$ cat src/rtl/alu_bus_pkg.sv
// Shared definitions for the ALU operand/result bus: op codes, sequencer
// state encoding and op classification.
package alu_bus_pkg;

   localparam logic [1:0] OP_ADD = 2'b00;
   localparam logic [1:0] OP_SUB = 2'b01;
   localparam logic [1:0] OP_MUL = 2'b10;
   localparam logic [1:0] OP_DIV = 2'b11;

   typedef enum logic [2:0] {
      S_IDLE   = 3'd0,
      S_START  = 3'd1,
      S_LOAD_X = 3'd2,
      S_LOAD_Y = 3'd3,
      S_WAIT   = 3'd4,
      S_RESP   = 3'd5
   } seq_state_t;

   // Mul and div return a high byte one cycle before the final low byte.
   function automatic logic is_two_byte(input logic [1:0] op);
      return (op == OP_MUL) || (op == OP_DIV);
   endfunction

endpackage

$ cat src/rtl/alu_watchdog_timer.sv
// Counts enabled cycles since the last clear; expired_o flags the enabled
// cycle in which the count reaches TIMEOUT_CYCLES.
module alu_watchdog_timer #(
   parameter int TIMEOUT_CYCLES = 64
) (
   input  logic clk,
   input  logic reset,
   input  logic clear_i,
   input  logic enable_i,
   output logic expired_o
);

   localparam int TMR_W = $clog2(TIMEOUT_CYCLES + 1);

   logic [TMR_W-1:0] cnt_q, cnt_d;

   always_comb begin
      cnt_d = cnt_q;
      if (clear_i) begin
         cnt_d = '0;
      end else if (enable_i && (cnt_q != TMR_W'(TIMEOUT_CYCLES))) begin
         cnt_d = cnt_q + TMR_W'(1);
      end
   end

   always_ff @(posedge clk) begin
      if (!reset) begin
         cnt_q <= '0;
      end else begin
         cnt_q <= cnt_d;
      end
   end

   // Flag the cycle whose increment lands on TIMEOUT_CYCLES, so the
   // sequencer leaves WAIT exactly TIMEOUT_CYCLES cycles after entering it.
   assign expired_o = enable_i && (cnt_q >= TMR_W'(TIMEOUT_CYCLES - 1));

endmodule

$ cat src/rtl/alu_host_sequencer.sv
// Initiator of the ALU bus: accepts an op request, sequences BEGIN/op/x/y,
// collects the result bytes on END (or aborts on watchdog) and returns them.
module alu_host_sequencer
   import alu_bus_pkg::*;
#(
   parameter int WIDTH          = 8,
   parameter int TIMEOUT_CYCLES = 64
) (
   input  logic               clk,
   input  logic               reset,
   input  logic               req_valid,
   output logic               req_ready,
   input  logic [1:0]         req_op,
   input  logic [WIDTH-1:0]   req_x,
   input  logic [WIDTH-1:0]   req_y,
   output logic               rsp_valid,
   input  logic               rsp_ready,
   output logic [2*WIDTH-1:0] rsp_result,
   output logic               rsp_error,
   output logic               busy,
   output logic               alu_begin,
   output logic [1:0]         alu_op_code,
   output logic [WIDTH-1:0]   alu_inbus,
   input  logic [WIDTH-1:0]   alu_outbus,
   input  logic               alu_end,
   output logic [2:0]         dbg_state
);

   // Handshakes: a transfer happens on a rising edge where valid and ready
   // are both high; rsp_result/rsp_error stay stable while rsp_valid waits.

   seq_state_t         state_q, state_d;
   logic [1:0]         op_q, op_d;
   logic [WIDTH-1:0]   x_q, x_d;
   logic [WIDTH-1:0]   y_q, y_d;
   logic [WIDTH-1:0]   prev_q, prev_d;
   logic [2*WIDTH-1:0] result_q, result_d;
   logic               error_q, error_d;
   logic               wd_clear, wd_enable, wd_expired;

   alu_watchdog_timer #(
      .TIMEOUT_CYCLES (TIMEOUT_CYCLES)
   ) u_watchdog (
      .clk       (clk),
      .reset     (reset),
      .clear_i   (wd_clear),
      .enable_i  (wd_enable),
      .expired_o (wd_expired)
   );

   always_comb begin
      state_d   = state_q;
      op_d      = op_q;
      x_d       = x_q;
      y_d       = y_q;
      prev_d    = prev_q;
      result_d  = result_q;
      error_d   = error_q;
      wd_clear  = 1'b0;
      wd_enable = 1'b0;
      case (state_q)
         S_IDLE: begin
            if (req_valid) begin
               op_d    = req_op;
               x_d     = req_x;
               y_d     = req_y;
               state_d = S_START;
            end
         end
         S_START:  state_d = S_LOAD_X;
         S_LOAD_X: state_d = S_LOAD_Y;
         S_LOAD_Y: begin
            wd_clear = 1'b1;
            prev_d   = '0;
            state_d  = S_WAIT;
         end
         S_WAIT: begin
            prev_d    = alu_outbus;
            wd_enable = 1'b1;
            // END takes priority over a watchdog expiry in the same cycle.
            if (alu_end) begin
               result_d = is_two_byte(op_q) ? {prev_q, alu_outbus}
                                            : {{WIDTH{1'b0}}, alu_outbus};
               error_d  = 1'b0;
               state_d  = S_RESP;
            end else if (wd_expired) begin
               result_d = '0;
               error_d  = 1'b1;
               state_d  = S_RESP;
            end
         end
         S_RESP: begin
            if (rsp_ready) state_d = S_IDLE;
         end
         default: state_d = S_IDLE;
      endcase
   end

   always_ff @(posedge clk) begin
      if (!reset) begin
         state_q  <= S_IDLE;
         op_q     <= '0;
         x_q      <= '0;
         y_q      <= '0;
         prev_q   <= '0;
         result_q <= '0;
         error_q  <= 1'b0;
      end else begin
         state_q  <= state_d;
         op_q     <= op_d;
         x_q      <= x_d;
         y_q      <= y_d;
         prev_q   <= prev_d;
         result_q <= result_d;
         error_q  <= error_d;
      end
   end

   assign req_ready   = (state_q == S_IDLE);
   assign busy        = (state_q != S_IDLE);
   assign alu_begin   = (state_q == S_START);
   assign alu_op_code = ((state_q == S_START) || (state_q == S_LOAD_X) ||
                         (state_q == S_LOAD_Y) || (state_q == S_WAIT)) ? op_q : 2'b00;
   assign alu_inbus   = (state_q == S_LOAD_X) ? x_q :
                        (state_q == S_LOAD_Y) ? y_q : '0;
   assign rsp_valid   = (state_q == S_RESP);
   assign rsp_result  = (state_q == S_RESP) ? result_q : '0;
   assign rsp_error   = (state_q == S_RESP) ? error_q : 1'b0;
   assign dbg_state   = state_q;

endmodule
$ cat config.mk
export PLATFORM = sky130hd
export DESIGN_NAME = alu_host_sequencer
export DESIGN_NICKNAME = d
export VERILOG_FILES = /design/src/rtl/alu_bus_pkg.sv /design/src/rtl/alu_watchdog_timer.sv /design/src/rtl/alu_host_sequencer.sv
export SDC_FILE = /design/constraint.sdc
export NUM_CORES = 1
export LEC_CHECK = 0
export CAP_MARGIN = 30
export CORE_MARGIN = 4
export CORE_UTILIZATION = 53
export DETAILED_ROUTE_END_ITERATION = 8
export PLACE_DENSITY = 0.85
export SLEW_MARGIN = 20
export SYNTH_ARGS = -nofsm -noshare
export SYNTH_HDL_FRONTEND = slang
export SYNTH_SLANG_ARGS = --single-unit
$ cat constraint.sdc
create_clock -name clk -period 3.8 [get_ports clk]
set_clock_uncertainty 0.2 [all_clocks]
set_input_delay 0.38 -clock clk [delete_from_list [all_inputs] [get_ports clk]]
set_output_delay 0.38 -clock clk [all_outputs]
set_load 0.03 [all_outputs]
==> impl_metrics.py <==
metrics = {
    "status": {
        "outcome": "finished, final reports clean",
    },
    "logic_synthesis": {
        "synth_edf_count": 0,
        "synth-warning-count": 0,
        "ys_seq_area_frac": 0.401,
        "netlist_area_um2": 2640,
        "synth.avg_cell_area_um2": 8.08,
        "ys.flop_type": "dfxtp_1",
        "synthCells": 327,
        "yosys.cell_types.count": 40,
        "synth.net_count": 360,
        "async_flop_share": 0,
        "synth_seq_cells": 53,
    },
    "floorplanning": {
        "ioPinCount": 65,
        "die_x_um": 78.6,
        "core.rowCount": 25,
        "core-area_um2": 4790,
        "initial_core_util": 0.552,
        "die_area_um2": 6180,
        "die_h_um": 78.6,
    },
    "finish": {
        "nFillCells": 394,
        "syn2layout_area_growth_pct": 29.1,
        "final_nets": 410,
        "drive_gt1_frac": 0.0451,
        "antenna_cells": 0,
        "final_area_um2": 3410,
        "final_util": 0.713,
    },
    "pwr": {
        "power_per_cell_area_nw_per_um2": 354,
        "p_switching_uw": 336,
        "pwr-share-clk": 0.311,
        "cellLeakagePower_nw": 1.21,
        "seqPwrFrac": 0.510,
        "swShare": 0.279,
        "ir_worst_vdd_mv": 0.284,
        "combPwrFrac": 0.179,
        "total_power_mw": 1.21,
        "intPower_uw": 870,
    },
    "clocking": {
        "cts-htree-levels": 2,
        "cts-root-buf": "clkbuf_8",
        "post-cts-setup-buffer-count": 0,
        "post_cts_resized": 0,
        "cts.sinks": 53,
        "cts_tree": "done",
        "cts-hold-fix-buffers": 0,
        "cts-buffers-inserted": 5,
        "cts_buffer_depth": 2,
        "clk_latency_ns": 0.31,
        "path_clk_slew_ns": 0.09,
    },
    "critical_path": {
        "endpoint_kind": "output port",
        "path_class": "flop to output port",
        "r2r_slack_ns": 1.56,
        "crit_fanout": 25,
        "start_kind": "flop",
        "worstPathRequired_ns": 3.22,
        "arrival_ns": 2.51,
    },
    "run": {
        "cap_violations": 0,
    },
    "timing": {
        "slew_viol_final": 0,
        "min_period_ns": 3.09,
        "finalHoldViolations": 0,
        "totalNegativeSetupSlack_ns": 0,
        "slew_headroom": 0.385,
        "rsz0062_at_grt": "no",
        "finalCritPeriodShare": 0.813,
        "finalSetupViolations": 0,
        "fmax_mhz": 324,
        "worst_pin_slew_ns": 0.920,
    },
    "grt": {
        "grt_pass1_wl_um": 11100,
        "grt_pass1_vias": 2335,
        "antenna_found_initial": 0,
        "track_usage": 0.220,
        "grt.overflow.total": 0,
        "grt_max_degree": 69,
    },
    "drt": {
        "drtIter0Drc": 185,
        "dr.pass1.iters": 4,
        "vias": 2534,
        "drc_errors": 0,
        "wl_per_cell_um": 14.7,
        "viasPerCell": 5.71,
        "wirelength_um": 6540,
        "ant_nets": 0,
    },
    "placed_design": {
        "placed_area_um2": 3290,
        "portBuffers": 64,
        "routabilityCongestion": 0.796,
        "place_hpwl_um": 4470,
    },
    "hold_path": {
        "worstHoldPathType": "flop to flop",
    },
}
-- metal layers --
metal  routed length [um]  up-vias  track usage  share of wire
li1                     -     1271            -              -
met1                 2930     1184        0.291           0.45
met2                 3120       74        0.353           0.48
met3                  433        5       0.0539          0.066
met4                   64        0       0.0699         0.0098
met5                    0        -            0              0
-- Yosys cell counts, types with 2 or more instances --
| cell | count | area [um2] |
|---|---|---|
| a21boi_0 | 18 | 135 |
| dfxtp_1 | 53 | 1060 |
| nor3_1 | 3 | 15.0 |
| or3_1 | 3 | 18.8 |
| nand2_1 | 50 | 188 |
| nand3_1 | 53 | 265 |
| o31ai_1 | 2 | 15.0 |
| nand3b_1 | 2 | 15.0 |
| nor4bb_1 | 2 | 20.0 |
| a21oi_1 | 15 | 75.1 |
| o2111ai_1 | 16 | 140 |
| o21ai_0 | 2 | 10.0 |
| clkbuf_1 | 18 | 67.6 |
| nor2_1 | 13 | 48.8 |
| mux2i_1 | 10 | 100 |
| and2_1 | 20 | 125 |
| or4_1 | 2 | 15.0 |
| buf_1 | 3 | 11.3 |
| buf_2 | 8 | 40.0 |
| ha_1 | 2 | 25.0 |
| o221ai_1 | 8 | 70.1 |
| inv_1 | 6 | 22.5 |
-- final cells by class --
cell class	instances	area, um2	share of cell area
Clock buffer	5	68.8	0.0202
Inverter	6	22.5	0.00660
Tap cell	67	83.8	0.0246
Sequential cell	53	1060	0.311
Multi-Input combinational cell	239	1440	0.422
Timing Repair Buffer	72	699	0.205
Clock inverter	2	35.0	0.0103
-- cell usage in the layout (no fill, tap or decap), types with 2 or more instances in the layout --
| cell type | n |
|---|---|
| clkdlybuf4s50_1 | 63 |
| nand3_1 | 53 |
| dfxtp_1 | 53 |
| nand2_1 | 50 |
| and2_1 | 20 |
| a21boi_0 | 18 |
| o2111ai_1 | 16 |
| a21oi_1 | 15 |
| nor2_1 | 13 |
| mux2i_1 | 10 |
| o221ai_1 | 8 |
| inv_1 | 6 |
| buf_4 | 6 |
| clkbuf_8 | 5 |
| or3_1 | 3 |
| nor3_1 | 3 |
| nor4bb_1 | 2 |
| nand3b_1 | 2 |
| o21ai_0 | 2 |
| o31ai_1 | 2 |
| or4_1 | 2 |
| ha_1 | 2 |
-- cells by family (layout without fill, tap and decap cells) --
| kind of cell | Yosys count | count (layout) | synth area share |
|---|---|---|---|
| XOR/XNOR | 1 | 1 | 0.00331 |
| buffers and inverters | 35 | 85 | 0.0535 |
| multiplexers | 10 | 10 | 0.0379 |
| adder cells (fa/ha/maj) | 2 | 2 | 0.00946 |
| AO/OA/AOI/OAI | 67 | 67 | 0.187 |
| AND/OR/NAND/NOR | 159 | 159 | 0.307 |
| flip-flops | 53 | 53 | 0.401 |
-- worst max-delay path, cell delays in order, from the launching register on --
cell,delay [ns]
dfxtp_1,0.89
nand2_1,0.41
nor2_1,0.21
clkdlybuf4s50_1,0.69
-- sequential cells by signal, indices dropped and copies added, names as in the netlist --
name,cells
result_q,16
y_q,8
u_watchdog.cnt_q,7
dbg_state,3
error_q,1
op_q,2
x_q,8
prev_q,8
-- through the flow --
step | std cells | setup slack (ns) | hold slack (ns)
after floorplan | 327 | 1.27 | 0.234
after global placement | 434 | 1.14 | 0.244
after detailed placement | 436 | 1.05 | 0.257
after CTS | 443 | 0.689 | 0.270
after global routing | 444 | 0.547 | 0.297
final | 444 | 0.709 | 0.268
-- final timing paths --
kind / depth (start not counted) / startpoint / endpoint
min: 2 / y_q[1]$_SDFFE_PN0P_ / y_q[1]$_SDFFE_PN0P_
max: 3 / dbg_state[1]$_SDFFE_PN0P_ / alu_inbus[5]
max reg2reg: 4 / dbg_state[0]$_SDFFE_PN0P_ / x_q[5]$_SDFFE_PN0P_
min reg2reg: 2 / y_q[1]$_SDFFE_PN0P_ / y_q[1]$_SDFFE_PN0P_
-- power groups by stage --
stage	clock network [mW]	registers [mW]	logic, mW
finish	0.376	0.615	0.216
floorplan	0	0.615	0.141
CTS	0.380	0.614	0.216
detailed placement	0	0.627	0.215
global route	0.399	0.619	0.236
global placement	0	0.625	0.212
No activity file was read; power rests on OpenSTA's default activity.
